## src/rtl/image_src_pkg.sv

```systemverilog
// Shared definitions for the image_src frame generator: register map, reset
// defaults, CTRL bit positions, FSM state encoding and config/status bundles.
package image_src_pkg;

    localparam logic [13:0] ADDR_CTRL   = 14'h0000;
    localparam logic [13:0] ADDR_LEN    = 14'h0001;
    localparam logic [13:0] ADDR_SEED   = 14'h0002;
    localparam logic [13:0] ADDR_STATUS = 14'h0003;

    localparam int CTRL_START = 0;
    localparam int CTRL_MODE  = 1;

    localparam logic        MODE_RST = 1'b0;
    localparam logic [15:0] LEN_RST  = 16'h0000;
    localparam logic [31:0] SEED_RST = 32'h0000_0000;

    typedef enum logic [1:0] {
        ST_IDLE = 2'd0,
        ST_RUN  = 2'd1,
        ST_END  = 2'd2
    } state_e;

    typedef struct packed {
        logic        mode;
        logic [15:0] len;
        logic [31:0] seed;
    } cfg_t;

    typedef struct packed {
        logic        running;
        logic [15:0] frames_done;
    } status_t;

endpackage

```

## src/rtl/image_src_regs.sv

```systemverilog
// CPU register file for image_src: CTRL/LEN/SEED/STATUS, write ack, read-valid,
// edge-triggered read latch and the START strobe.
module image_src_regs
    import image_src_pkg::*;
#(
    parameter int DW = 32
) (
    input  logic        clk,
    input  logic        rst_n,
    input  logic        reg_cpu_cs,
    input  logic [31:2] reg_cpu_addr,
    input  logic [31:0] reg_cpu_data_wr,
    output logic [31:0] reg_cpu_data_rd,
    input  logic        reg_cpu_we,
    output logic        reg_cpu_wack,
    input  logic        reg_cpu_re,
    output logic        reg_cpu_rdv,
    input  status_t     status_i,
    output cfg_t        cfg_o,
    output logic        start_o
);

    logic [13:0]   addr;
    logic          wr_en;
    logic          rd_en;
    logic          ctrl_wr;
    logic          unused_addr;

    logic          mode_q;
    logic [15:0]   len_q;
    logic [DW-1:0] seed_q;
    logic          wack_q;
    logic          rdv_q;
    logic          re_q;
    logic [31:0]   rd_q;
    logic [31:0]   rd_d;

    assign addr        = reg_cpu_addr[15:2];
    assign unused_addr = ^reg_cpu_addr[31:16];
    assign wr_en       = reg_cpu_cs & reg_cpu_we;
    assign rd_en       = reg_cpu_cs & reg_cpu_re;
    assign ctrl_wr     = wr_en && (addr == ADDR_CTRL);

    // START is decoded straight off the bus so the FSM leaves IDLE on the
    // same edge that samples the write; MODE travels with it.
    assign start_o    = ctrl_wr & reg_cpu_data_wr[CTRL_START];
    assign cfg_o.mode = ctrl_wr ? reg_cpu_data_wr[CTRL_MODE] : mode_q;
    assign cfg_o.len  = len_q;
    assign cfg_o.seed = 32'(seed_q);

    // NOTE: every variable assigned in always_comb gets a default first, so no latch is inferred.
    always_comb begin
        rd_d = '0;
        case (addr)
            ADDR_CTRL:   rd_d[CTRL_MODE] = mode_q;
            ADDR_LEN:    rd_d[15:0]      = len_q;
            ADDR_SEED:   rd_d            = 32'(seed_q);
            ADDR_STATUS: rd_d            = {status_i.frames_done, 15'd0, status_i.running};
            default:     rd_d            = '0;
        endcase
    end

    // NOTE: state is updated with non-blocking assignments only, so every register samples pre-edge values.
    always_ff @(posedge clk) begin
        if (!rst_n) begin
            mode_q <= MODE_RST;
            len_q  <= LEN_RST;
            seed_q <= SEED_RST[DW-1:0];
            wack_q <= 1'b0;
            rdv_q  <= 1'b0;
            re_q   <= 1'b0;
            rd_q   <= '0;
        end else begin
            wack_q <= wr_en;
            rdv_q  <= rd_en;
            re_q   <= reg_cpu_re;
            if (wr_en) begin
                case (addr)
                    ADDR_CTRL: mode_q <= reg_cpu_data_wr[CTRL_MODE];
                    ADDR_LEN:  len_q  <= reg_cpu_data_wr[15:0];
                    ADDR_SEED: seed_q <= reg_cpu_data_wr[DW-1:0];
                    default:   ;
                endcase
            end
            if (rd_en && !re_q) begin
                rd_q <= rd_d;
            end
        end
    end

    assign reg_cpu_wack    = wack_q;
    assign reg_cpu_rdv     = rdv_q;
    assign reg_cpu_data_rd = rd_q;

endmodule

```

## src/rtl/image_src.sv

```systemverilog
// Image-pipe frame source: streams LEN pixel words (incrementing or constant
// from SEED) with valid/end framing and honours downstream busy.
module image_src
    import image_src_pkg::*;
#(
    parameter int DW = 32
) (
    input  logic          clk,
    input  logic          rst_n,
    output logic [DW-1:0] src_data_out,
    output logic          src_valid_out,
    output logic          src_end_out,
    input  logic          src_busy_in,
    input  logic          reg_cpu_cs,
    input  logic [31:2]   reg_cpu_addr,
    input  logic [31:0]   reg_cpu_data_wr,
    output logic [31:0]   reg_cpu_data_rd,
    input  logic          reg_cpu_we,
    output logic          reg_cpu_wack,
    input  logic          reg_cpu_re,
    output logic          reg_cpu_rdv
);

    cfg_t          cfg;
    status_t       status;
    logic          start;
    logic [DW-1:0] word;

    state_e        state_q,  state_d;
    logic [15:0]   idx_q,    idx_d;
    logic [15:0]   len_q,    len_d;
    logic [DW-1:0] seed_q,   seed_d;
    logic          mode_q,   mode_d;
    logic [15:0]   frames_q, frames_d;
    logic [DW-1:0] data_q,   data_d;
    logic          valid_q,  valid_d;
    logic          end_q,    end_d;

    image_src_regs #(.DW(DW)) u_regs (
        .clk             (clk),
        .rst_n           (rst_n),
        .reg_cpu_cs      (reg_cpu_cs),
        .reg_cpu_addr    (reg_cpu_addr),
        .reg_cpu_data_wr (reg_cpu_data_wr),
        .reg_cpu_data_rd (reg_cpu_data_rd),
        .reg_cpu_we      (reg_cpu_we),
        .reg_cpu_wack    (reg_cpu_wack),
        .reg_cpu_re      (reg_cpu_re),
        .reg_cpu_rdv     (reg_cpu_rdv),
        .status_i        (status),
        .cfg_o           (cfg),
        .start_o         (start)
    );

    assign status.running     = (state_q != ST_IDLE);
    assign status.frames_done = frames_q;

    assign word = mode_q ? seed_q : seed_q + DW'(idx_q);

    always_comb begin
        state_d  = state_q;
        idx_d    = idx_q;
        len_d    = len_q;
        seed_d   = seed_q;
        mode_d   = mode_q;
        frames_d = frames_q;
        data_d   = '0;
        valid_d  = 1'b0;
        end_d    = 1'b0;
        case (state_q)
            ST_IDLE: begin
                // The frame runs from a shadow copy so later register writes cannot disturb it.
                if (start && (cfg.len != 16'd0)) begin
                    state_d = ST_RUN;
                    idx_d   = 16'd0;
                    len_d   = cfg.len;
                    seed_d  = cfg.seed[DW-1:0];
                    mode_d  = cfg.mode;
                end
            end
            ST_RUN: begin
                if (!src_busy_in) begin
                    valid_d = 1'b1;
                    data_d  = word;
                    idx_d   = idx_q + 16'd1;
                    if (idx_q == len_q - 16'd1) begin
                        state_d = ST_END;
                    end
                end
            end
            ST_END: begin
                if (!src_busy_in) begin
                    end_d    = 1'b1;
                    frames_d = frames_q + 16'd1;
                    state_d  = ST_IDLE;
                end
            end
            default: state_d = ST_IDLE;
        endcase
    end

    // NOTE: the shadow config is reset along with the control state so a mid-frame reset leaves nothing stale.
    always_ff @(posedge clk) begin
        if (!rst_n) begin
            state_q  <= ST_IDLE;
            idx_q    <= '0;
            len_q    <= '0;
            seed_q   <= '0;
            mode_q   <= 1'b0;
            frames_q <= '0;
            data_q   <= '0;
            valid_q  <= 1'b0;
            end_q    <= 1'b0;
        end else begin
            state_q  <= state_d;
            idx_q    <= idx_d;
            len_q    <= len_d;
            seed_q   <= seed_d;
            mode_q   <= mode_d;
            frames_q <= frames_d;
            data_q   <= data_d;
            valid_q  <= valid_d;
            end_q    <= end_d;
        end
    end

    assign src_data_out  = data_q;
    assign src_valid_out = valid_q;
    assign src_end_out   = end_q;

endmodule

```

## config.mk

```make
export PLATFORM = sky130hd
export DESIGN_NAME = image_src
export DESIGN_NICKNAME = d
export VERILOG_FILES = /design/src/rtl/image_src_pkg.sv /design/src/rtl/image_src_regs.sv /design/src/rtl/image_src.sv
export SDC_FILE = /design/constraint.sdc
export NUM_CORES = 1
export LEC_CHECK = 0
export CAP_MARGIN = 10
export CORE_MARGIN = 3
export CORE_UTILIZATION = 53
export CTS_BUF_LIST = sky130_fd_sc_hd__clkbuf_8
export CTS_CLUSTER_DIAMETER = 100
export DETAILED_ROUTE_END_ITERATION = 8
export PLACE_DENSITY = 0.83
export SETUP_SLACK_MARGIN = 0.15
export SLEW_MARGIN = 40
export SYNTH_ARGS = -nofsm -noshare
export SYNTH_HDL_FRONTEND = slang
export SYNTH_HIERARCHICAL = 1
export SYNTH_SLANG_ARGS = --single-unit
```

## constraint.sdc

```tcl
create_clock -name clk -period 3.2 [get_ports clk]
set_input_delay 0.64 -clock clk [delete_from_list [all_inputs] [get_ports clk]]
set_output_delay 0.64 -clock clk [all_outputs]
set_load 0.01 [all_outputs]
```

==> summary.md <==
| Metric | Value |
|---|---|
| H-tree levels | 1 |
| Syn_nets | 1175 |
| Final Critical Period | approximately 2900 ps |
| Clock root buffer | clkbuf_8 |
| Largest net degree at the start of global routing | ~110 |
| Final wirelength | 22300 um |
| Initial antenna violation count | 0 |
| FP Rows | 48 |
| TritonRoute pass-1 iters | 5 |
| Total placed instance area | 10800 sq um |
| Sequential fraction of the synthesis area | 42.7% |
| Max-cap violation count | 0 |
| Critical Path Source Type | flop |
| Synth Cell Area | between 9000 and 10000 sq um |
| Mean post-synth cell area | 8.68 sq um |
| Cells after synthesis | 1087 |
| Hold Path Class | flop to flop |
| Synth unique cells | 62 |
| Worst Path Buf+Inv | 1 |
| Clk_lat worst skew | 560 ps |
| Initial Util | 54.4% |
| PwrDens | 432 nW/um^2 |
| EDFF count, synth | 0 |
| DRC Markers | 0 |
| Post-DP HPWL | 15700 um |
| Relative slew slack | between 50% and 60% |
| RSZ-0062 raised after global routing | false |
| Diodes inserted | 0 |
| Primary FF master, synth | dfxtp_1 |
| Asr flop ratio synth | 0% |
| Vias in the first global route | 7433 |
| Finished Core Util | 65.9% |
| Ports | between 100 and 150 |
| Core Box Area | 17400 sq um |
| CP endpoint kind | flop |
| Overall overflow remaining after global route | 0 |
| Gpl congestion | 0.837 |
| PortBufs | 119 |
| Commonest non-fill, non-tap cell in the layout | nand2_1 |
| Die Wd | approximately 140 um |
| Vias per Instance | ~5.6 |
| DIE AREA | between 15000 and 20000 sq um |
| Tcrit/Tclk final | 89.1% |
| Max stage delay on crit path | 450 ps |
| Longest Clk Path Bufs | 3 |
| R2R setup slack | 350 ps |
| Lkg Pwr | 0.00410 uW |
| CTS clk-pin slew, worst paths | 60 ps |
| Cts hold-fix bufs | 0 |
| Worst IR Drop VDD | 0.335 mV |
| Fillers | around 1.4k |
| Post-cts sizing count | 0 |
| Number of synthesis warnings | 6 |
| Synthesis-to-layout area growth | 21.2% |
| # Post-CTS Setup Buffers | 0 |
| Commonest cells after routing, fill and taps aside | nand2_1, dfxtp_1, clkdlybuf4s50_1 |
| Peak Freq | approximately 0.35 GHz |
| Slew Viols, Final | 0 |
| Nets | 1280 |
| 1st-iter DRT viols | 661 |
| First-pass GRT wire length | 37100 um |
| Detail Route Antenna Nets | 0 |
| Fin. Hold Viols | 0 |
| CTS tree | built |
| Final Setup Violations | 0 |
| Top cell by count, worst path | a21oi_1 |
| Crit Path Class | flop to flop |
| CP Cell Sequence | ha_1 -> inv_1 -> fa_1 -> nand2b_1 -> a21oi_1 -> a21oi_1 -> o211a_1 -> or3_1 -> a21oi_1 |
| CTS buffer count | 31 |
| Final worst slack | approximately 350 ps |
| CP max FO | 13 |
| Synth Register Bits | 201 |
| Pre-CTS setup slack | 84.9 ps |
| Cell family with most CP delay | compound AO/OA/AOI/OAI gates |
| Slowest CP cell | dfxtp_1 |
| TNS Setup | 0 ps |
| Overall global routing resource usage | 22.2% |
| WP data required | 3660 ps |
| Vias | 8124 |
| Final Cell Area | 11400 sq um |
| Status | finished clean |
| Clock Skews | 20.3 ps |
| Crit path DAT | 3320 ps |
| Layout cell share with drive strength beyond 1 | 8.55% |
| Worst Max-Slew Pin Slew | 642 ps |
| Total power | 4940 uW |
| Clock Sinks | 201 |
| Wire per inst | about 15 um |
| Die Ht | between 100 and 150 um |
power by group:
part | internal, uW | switching [uW]
Combinational | 86.9 | 88.1
Sequential | 2500 | 0.552
Clock | 1270 | 985
worst paths after layout:
path,end,startpoint,cells after the start
worst max register to register,src_data_out[18],idx_q[0],9
worst max-delay path,src_data_out[18],idx_q[0],9
worst min-delay path,u_regs/reg_cpu_data_rd[23],u_regs/reg_cpu_data_rd[23],2
worst min register to register,u_regs/reg_cpu_data_rd[23],u_regs/reg_cpu_data_rd[23],2
cell usage after synthesis (all sizes together), types with 19 or more instances:
cell,count,area [sq um]
nand2,213,800
dfxtp,201,4020
nand3,66,335
o21ai,58,290
mux2i,53,531
a21boi,52,390
nor2,50,190
clkbuf,45,169
xnor2,45,394
a21oi,40,200
buf,20,158
ha,19,238
worst min-delay path, cell delays in order, from the launching register on:
cell	delay (ps)
dfxtp_1	310
nand3_1	50
o21ai_1	50
routing by layer:
| layer | global-route usage (%) | routed length (um) | vias to the layer above |
|---|---|---|---|
| met2 | 32.9 | 9520 | 280 |
| met5 | 0 | 0 | - |
| li1 | - | - | 3985 |
| met3 | 4.98 | 1840 | 35 |
| met4 | 5.10 | 382 | 0 |
| met1 | 33.0 | 10600 | 3824 |
stage by stage:
stage,cells,hold slack [ps]
final,1442,459
after global routing,1442,476
after CTS,1442,458
after detailed placement,1384,450
after global placement,1384,447
after floorplan,1087,446
state kept, by name, summed over array words and instances, names as in the netlist, 2 cells and up:
signal                  cells
state_q                     2
idx_q                      16
u_regs/reg_cpu_data_rd     32
u_regs/len_q               16
seed_q                     32
u_regs/seed_q              32
src_data_out               32
frames_q                   16
len_q                      16
area by class of cell:
type	instances	area, sq um	area share (%)
clock buffer	43	592	5.17
timing repair buffer	137	1360	11.9
multi-input combinational	805	5030	44.0
inverter	16	60.1	0.525
clock inverter	15	92.6	0.809
tap	225	282	2.46
sequential	201	4020	35.2
kinds of logic (layout without fill, tap and decap cells):
| kind of cell | Yosys count | after routing | synth area share (%) |
|---|---|---|---|
| compound gates | 203 | 203 | 13.7 |
| xor+xnor | 63 | 63 | 5.85 |
| fa+ha+maj | 20 | 20 | 2.73 |
| buf+inv | 81 | 211 | 4.10 |
| flops | 201 | 201 | 42.7 |
| mux | 71 | 71 | 7.77 |
| simple gates | 448 | 448 | 23.2 |
Power figures use the tool's default switching activity.
